==> src/rtl/mvm_pkg.sv <==
// Shared definitions for the 8x8 streaming signed matrix-vector multiplier.
package mvm_pkg;

  localparam int unsigned M     = 8;
  localparam int unsigned P     = 1;
  localparam int unsigned T     = 16;
  localparam int unsigned L     = 1;
  localparam int unsigned OUT_W = 2 * T;
  localparam int unsigned NE    = M * M;
  localparam int unsigned IDX_W = $clog2(NE);
  localparam int unsigned VEC_W = $clog2(M);
  // Counter spans the compute phase: NE issue cycles plus pipeline drain.
  localparam int unsigned CNT_W = $clog2(NE + L + 2);

  typedef enum logic [2:0] {
    IDLE,
    LOAD_A,
    LOAD_X,
    COMPUTE,
    DONE,
    OUTPUT
  } state_t;

endpackage

==> src/rtl/mvm_8_1_16_1_core_if.sv <==
// Load/start control and serial data bus of the matrix-vector multiplier.
interface mvm_8_1_16_1_core_if;
  import mvm_pkg::*;

  logic                    loadMatrix;
  logic                    loadVector;
  logic                    start;
  logic                    done;
  logic signed [T-1:0]     data_in;
  logic signed [OUT_W-1:0] data_out;

  modport master (
    output loadMatrix, loadVector, start, data_in,
    input  done, data_out
  );

  modport slave (
    input  loadMatrix, loadVector, start, data_in,
    output done, data_out
  );

endinterface

==> src/rtl/mvm_mac.sv <==
// Signed TxT multiply with L register stages feeding a 2T-bit accumulator.
// Define MVM_SATURATE_EN for a saturating accumulator instead of wrap-around.
module mvm_mac #(
  parameter int unsigned T = 16,
  parameter int unsigned L = 1
) (
  input  logic                  clk,
  input  logic                  reset,
  input  logic signed [T-1:0]   a,
  input  logic signed [T-1:0]   b,
  input  logic                  valid,
  input  logic                  clr,
  input  logic                  last,
  output logic signed [2*T-1:0] result,
  output logic                  result_valid
);

  logic signed [2*T-1:0] a_ext, b_ext;
  logic signed [2*T-1:0] prod_q [L];
  logic                  valid_q [L];
  logic                  clr_q   [L];
  logic                  last_q  [L];
  logic signed [2*T-1:0] acc, base, sum;

  assign a_ext = {{T{a[T-1]}}, a};
  assign b_ext = {{T{b[T-1]}}, b};

  always_ff @(posedge clk) begin
    if (reset) begin
      for (int unsigned i = 0; i < L; i++) begin
        prod_q[i]  <= '0;
        valid_q[i] <= 1'b0;
        clr_q[i]   <= 1'b0;
        last_q[i]  <= 1'b0;
      end
      acc <= '0;
    end else begin
      prod_q[0]  <= a_ext * b_ext;
      valid_q[0] <= valid;
      clr_q[0]   <= clr;
      last_q[0]  <= last;
      for (int unsigned i = 1; i < L; i++) begin
        prod_q[i]  <= prod_q[i-1];
        valid_q[i] <= valid_q[i-1];
        clr_q[i]   <= clr_q[i-1];
        last_q[i]  <= last_q[i-1];
      end
      if (valid_q[L-1]) acc <= sum;
    end
  end

  assign base = clr_q[L-1] ? '0 : acc;

`ifdef MVM_SATURATE_EN
  logic signed [2*T:0] wide;
  always_comb begin
    wide = {base[2*T-1], base} + {prod_q[L-1][2*T-1], prod_q[L-1]};
    sum  = wide[2*T-1:0];
    if (wide[2*T] != wide[2*T-1])
      sum = wide[2*T] ? {1'b1, {(2*T-1){1'b0}}} : {1'b0, {(2*T-1){1'b1}}};
  end
`else
  assign sum = base + prod_q[L-1];
`endif

  // The completed row sum is taken straight from the adder, not from acc.
  assign result       = sum;
  assign result_valid = valid_q[L-1] & last_q[L-1];

endmodule

==> src/rtl/mvm_8_1_16_1_core.sv <==
// Streaming y = A*x core: serial A/x load, single-MAC compute, serial result output.
// Optional MVM_SATURATE_EN selects a saturating accumulator inside mvm_mac.
module mvm_8_1_16_1_core
  import mvm_pkg::*;
(
  input logic                 clk,
  input logic                 reset,
  mvm_8_1_16_1_core_if.slave  bus
);

  state_t                  state, state_next;
  logic [CNT_W-1:0]        cnt, cnt_next;
  logic                    start_acc;

  logic signed [T-1:0]     a_mem [NE];
  logic signed [T-1:0]     x_mem [M];
  logic signed [OUT_W-1:0] y_mem [M];
  logic [VEC_W-1:0]        wptr;
  logic signed [OUT_W-1:0] dout_q;

  logic                    issue;
  logic [VEC_W-1:0]        col;
  logic signed [OUT_W-1:0] mac_res;
  logic                    mac_valid;

  always_comb begin
    state_next = state;
    cnt_next   = cnt + 1'b1;
    start_acc  = 1'b0;
    case (state)
      IDLE: begin
        cnt_next = '0;
        if (bus.loadMatrix)      state_next = LOAD_A;
        else if (bus.loadVector) state_next = LOAD_X;
        else if (bus.start) begin
          state_next = COMPUTE;
          start_acc  = 1'b1;
        end
      end
      LOAD_A: if (cnt == CNT_W'(NE - 1)) begin
        state_next = IDLE;
        cnt_next   = '0;
      end
      LOAD_X: if (cnt == CNT_W'(M - 1)) begin
        state_next = IDLE;
        cnt_next   = '0;
      end
      COMPUTE: if (cnt == CNT_W'(NE + L)) begin
        state_next = DONE;
        cnt_next   = '0;
      end
      // DONE already loads y[0]; OUTPUT then counts 1..M.
      DONE: begin
        state_next = OUTPUT;
        cnt_next   = CNT_W'(1);
      end
      OUTPUT: if (cnt == CNT_W'(M)) begin
        state_next = IDLE;
        cnt_next   = '0;
      end
      default: begin
        state_next = IDLE;
        cnt_next   = '0;
      end
    endcase
  end

  assign issue = (state == COMPUTE) && (cnt < CNT_W'(NE));
  assign col   = cnt[VEC_W-1:0];

  mvm_mac #(
    .T (T),
    .L (L)
  ) u_mac (
    .clk          (clk),
    .reset        (reset),
    .a            (a_mem[cnt[IDX_W-1:0]]),
    .b            (x_mem[col]),
    .valid        (issue),
    .clr          (issue && (col == '0)),
    .last         (issue && (col == '1)),
    .result       (mac_res),
    .result_valid (mac_valid)
  );

  // Operand storage survives reset so a partial load keeps its written words.
  always_ff @(posedge clk) begin
    if (!reset && state == LOAD_A) a_mem[cnt[IDX_W-1:0]] <= bus.data_in;
    if (!reset && state == LOAD_X) x_mem[cnt[VEC_W-1:0]] <= bus.data_in;
  end

  always_ff @(posedge clk) begin
    if (reset) begin
      state  <= IDLE;
      cnt    <= '0;
      wptr   <= '0;
      dout_q <= '0;
      for (int unsigned i = 0; i < M; i++) y_mem[i] <= '0;
    end else begin
      state <= state_next;
      cnt   <= cnt_next;
      if (start_acc) begin
        wptr <= '0;
      end else if (mac_valid) begin
        y_mem[wptr] <= mac_res;
        wptr        <= wptr + 1'b1;
      end
      if (state == DONE)
        dout_q <= y_mem[0];
      else if (state == OUTPUT && cnt < CNT_W'(M))
        dout_q <= y_mem[cnt[VEC_W-1:0]];
    end
  end

  assign bus.done     = (state == DONE);
  assign bus.data_out = dout_q;

endmodule

==> src/flat_wrapper.sv <==
// flat-port wrapper written by rule: the top's interface ports become plain ports
module mvm_8_1_16_1_core_flat import mvm_pkg::*;
  (clk, reset, bus_loadMatrix, bus_loadVector, bus_start, bus_data_in, bus_done, bus_data_out);
  mvm_8_1_16_1_core_if bus_i ();
  input logic clk;
  input logic reset;
  input wire logic [$bits(bus_i.loadMatrix)-1:0] bus_loadMatrix;
  input wire logic [$bits(bus_i.loadVector)-1:0] bus_loadVector;
  input wire logic [$bits(bus_i.start)-1:0] bus_start;
  input wire logic [$bits(bus_i.data_in)-1:0] bus_data_in;
  output wire logic [$bits(bus_i.done)-1:0] bus_done;
  output wire logic [$bits(bus_i.data_out)-1:0] bus_data_out;
  assign bus_i.loadMatrix = bus_loadMatrix;
  assign bus_i.loadVector = bus_loadVector;
  assign bus_i.start = bus_start;
  assign bus_i.data_in = bus_data_in;
  assign bus_done = bus_i.done;
  assign bus_data_out = bus_i.data_out;
  mvm_8_1_16_1_core u_core (.clk(clk), .reset(reset), .bus(bus_i));
endmodule
==> config.mk <==
export PLATFORM = sky130hd
export DESIGN_NAME = mvm_8_1_16_1_core_flat
export DESIGN_NICKNAME = d
export VERILOG_FILES = /design/src/rtl/mvm_pkg.sv /design/src/rtl/mvm_8_1_16_1_core_if.sv /design/src/rtl/mvm_mac.sv /design/src/rtl/mvm_8_1_16_1_core.sv /design/src/flat_wrapper.sv
export SDC_FILE = /design/constraint.sdc
export NUM_CORES = 2
export LEC_CHECK = 0
export BUFFER_PORTS_ARGS = -buffer_cell sky130_fd_sc_hd__buf_2
export CAP_MARGIN = 20
export CORE_MARGIN = 5
export CORE_UTILIZATION = 40
export DETAILED_ROUTE_END_ITERATION = 8
export SLEW_MARGIN = 30
export SYNTH_ARGS = -nofsm -noshare
export SYNTH_HDL_FRONTEND = slang
export SYNTH_SLANG_ARGS = --single-unit
==> constraint.sdc <==
create_clock -name clk -period 7.4 [get_ports clk]
set_input_delay 0.74 -clock clk [delete_from_list [all_inputs] [get_ports clk]]
set_output_delay 0.74 -clock clk [all_outputs]
set_load 0.02 [all_outputs]
==> out/qor.yml <==
status: "finished with violations"
violations: "negative setup slack"
rsz0062_at_grt: "true"
criticalPathCategory: "flip-flop to flip-flop"
dieArea_mm2: 0.184
track_usage_pct: 23.9
grt_max_degree: 73
synth_top_area_share_pct: 60.1
core_mm2: 0.176
critical_path.max_fanout: 7
cap_violations: 0
worst_pin_slew_ns: 1.07
netlist_instances: 5035
ys_top_cells_by_area: "edfxtp_1 (60%), fa_1 (7.5%), nor2_1 (3.9%)"
wl_per_cell_um: 27.2
ys_types: 93
ant_nets: 0
grt_pass1_vias: 47400
dpl.hpwl_um: 147000
pin_count: 54
arrival_ns: 8.84
die_h_um: 429
syn_avg_cell_area_um2: 14.0
num_rows: 154
port_buffers: 53
cp_slowest_cell: "a222oi_1"
yosysWarnings: 0
die_w_um: 429
max_freq_mhz: 123
synth_area_mm2: 0.0704
ys.flop_type: "edfxtp_1"
fin_crit_sh_pct: 110
fin_area_mm2: 0.0869
insertion_delay_ns: 0.83
antenna_found_initial: 9
cts_buffer_depth: 3
cts_tree: "built"
fin_crit_ns: 8.11
drtPass1Iterations: 9
dr.first_iter.drc_count: 5880
synth-edff-count: 1408
fin_ws_ns: -0.713
cp-start-kind: "flip-flop"
cts.sinks: 1520
area_growth_pct: 23.6
root_buffer: "clkbuf_16"
slew_headroom_pct: 28.4
nets: 6191
gr-total-overflow: 0
worst_clock_skew_ns: 0.0642
drv_slew: 0
end_kind: "flip-flop"
max_stage_delay_ns: 0.60
ff2ff_path_depth: 33
seq_area_frac_synth_pct: 63.3
ys_seq_elements: 1520
n_fill_cell: 14700
hold_path_class: "input port to flip-flop"
finalWirelength_um: 225000
yosysTopAreaCell: "edfxtp_1"
synthesis.nets: 5437
clk_pin_slew_ns: 0.06
drc: 0
grt_pass1_wl_um: 326000
cts_buffers: 154
cts_max_level: 4
worstHoldPathCells: 2
dpl-instance-area_mm2: 0.0786
hold_viol_final: 0
drive_gt1_share_pct: 27.5
final_util_pct: 49.5
initial_core_util_pct: 40.1
ys_async_sr_fraction_pct: 0
setup_viol: 19
vias: 47400
cp.required_ns: 8.13
viasPerCell: 5.74
place_congestion: 0.939
[path summary, 6_finish.rpt]
path,slack (ns),to,start
setup / recovery,-0.71,u_core.u_mac.prod_q[0][30]$_SDFF_PP0_,u_core.cnt[2]$_SDFF_PP0_
hold / removal,0.25,u_core.bus.data_out[12]$_SDFFE_PP0P_,reset
setup reg to reg,-0.71,u_core.u_mac.prod_q[0][30]$_SDFF_PP0_,u_core.cnt[2]$_SDFF_PP0_
hold reg to reg,0.46,u_core.u_mac.acc[28]$_SDFFE_PP0P_,u_core.u_mac.acc[28]$_SDFFE_PP0P_
[worst max-delay path: cells and delay by family (launching register included)]
family	cells	cell delay, ns
compound gates	9	2.50
fa+ha+maj	7	2.78
buf+inv	12	1.32
flops	1	0.49
simple gates	5	0.89
[timing repair]
action | CTS | global route
pin swaps | 109 | 95
setup buffers | 90 | 26
hold buffers | 0 | 0
setup endpoints to repair | 20 | 21
gates cloned | 7 | 1
gates resized for setup | 250 | 198
[Yosys cell counts, drive strengths merged (26+ instances only)]
master,number
a21o,26
a21oi,224
a221oi,198
a22oi,75
buf,159
clkbuf,129
dfxtp,112
edfxtp,1408
fa,263
ha,118
inv,310
mux2,110
mux2i,170
mux4,55
nand2,213
nand2b,33
nor2,737
nor2b,61
nor3,55
o21ai,118
o22ai,83
xnor2,47
[per-stage QoR]
stage	setup TNS, ns	std cells	hold WS (ns)	setup slack, ns
after floorplan	0	5035	0.436	0.000358
after global placement	-15.59	7852	0.445	-1.16
after detailed placement	-15.24	7854	0.454	-1.10
after CTS	-6.75	8231	0.222	-0.645
after global routing	-11.77	8256	0.228	-0.962
final	-8.32	8259	0.253	-0.713
[kinds of logic (layout without fill, tap and decap cells)]
family	Yosys count	count (layout)	synth area share (%)
mux	335	335	5.94
compound gates	909	909	9.03
xor+xnor	67	67	0.854
simple gates	1223	1223	7.61
buf+inv	600	1481	3.70
flops	1520	1520	63.3
other cells	0	3	0
fa+ha+maj	381	381	9.58
[layout make-up]
class / count / area, µm² / share of cell area [%]
well taps: 2340 / 2930 / 3.37
repair buffers: 886 / 8130 / 9.35
multi-input cells: 2915 / 25000 / 28.8
flip-flops and latches: 1520 / 44500 / 51.2
clock buffers: 198 / 4080 / 4.69
inverters: 312 / 1190 / 1.36
diodes: 3 / 7.51 / 0.00864
clock inverters: 85 / 1030 / 1.19
[cell usage in the layout (no fill, tap or decap), types with 15 or more instances in the layout]
cell type	netlist	layout
mux2_2	108	99
nand3_1	25	22
a221oi_2	7	58
fa_2	0	19
or2_2	17	16
a21oi_2	0	30
xor2_1	19	15
a22o_1	22	22
dfxtp_1	112	109
ha_1	118	100
a211oi_1	19	18
edfxtp_1	1408	1408
nand2b_1	33	30
xnor2_1	47	36
a22oi_1	75	71
inv_1	305	273
o22ai_1	83	73
nand2_1	213	201
buf_6	18	50
clkinv_1	2	32
buf_4	27	675
a21oi_1	224	189
a21o_1	26	26
nor2b_1	61	54
nor2_4	1	24
nor2_1	734	691
clkbuf_16	0	156
a221oi_1	191	134
mux4_2	55	55
fa_1	263	244
a31oi_1	23	20
buf_2	92	52
nor2_2	2	22
clkinv_2	0	18
mux2i_1	170	159
inv_2	5	33
o21ai_0	113	96
clkbuf_1	128	39
nor3_1	52	48
buf_12	0	84
[registers in the layout (all words and copies together) (netlist names)]
register,count
u_core.state,3
u_core.cnt,7
u_core.wptr,3
u_core.u_mac.last_q,1
u_core.x_mem,128
u_core.u_mac.clr_q,1
u_core.u_mac.valid_q,1
u_core.bus.data_out,32
u_core.u_mac.acc,32
u_core.u_mac.prod_q,32
u_core.y_mem,256
u_core.a_mem,1024
[layer usage]
| metal | GRT usage (%) | up-vias | part of all wire (%) |
|---|---|---|---|
| li1 | - | 20100 | - |
| met2 | 38.1 | 2567 | 46 |
| met4 | 7.91 | 2 | 3.7 |
| met3 | 5.57 | 456 | 11 |
| met1 | 32.6 | 24200 | 40 |
| met5 | 0 | - | 0.0058 |
Power is not shown: default switching activity piles up to over one toggle a cycle in this logic, so the estimate is an artifact.
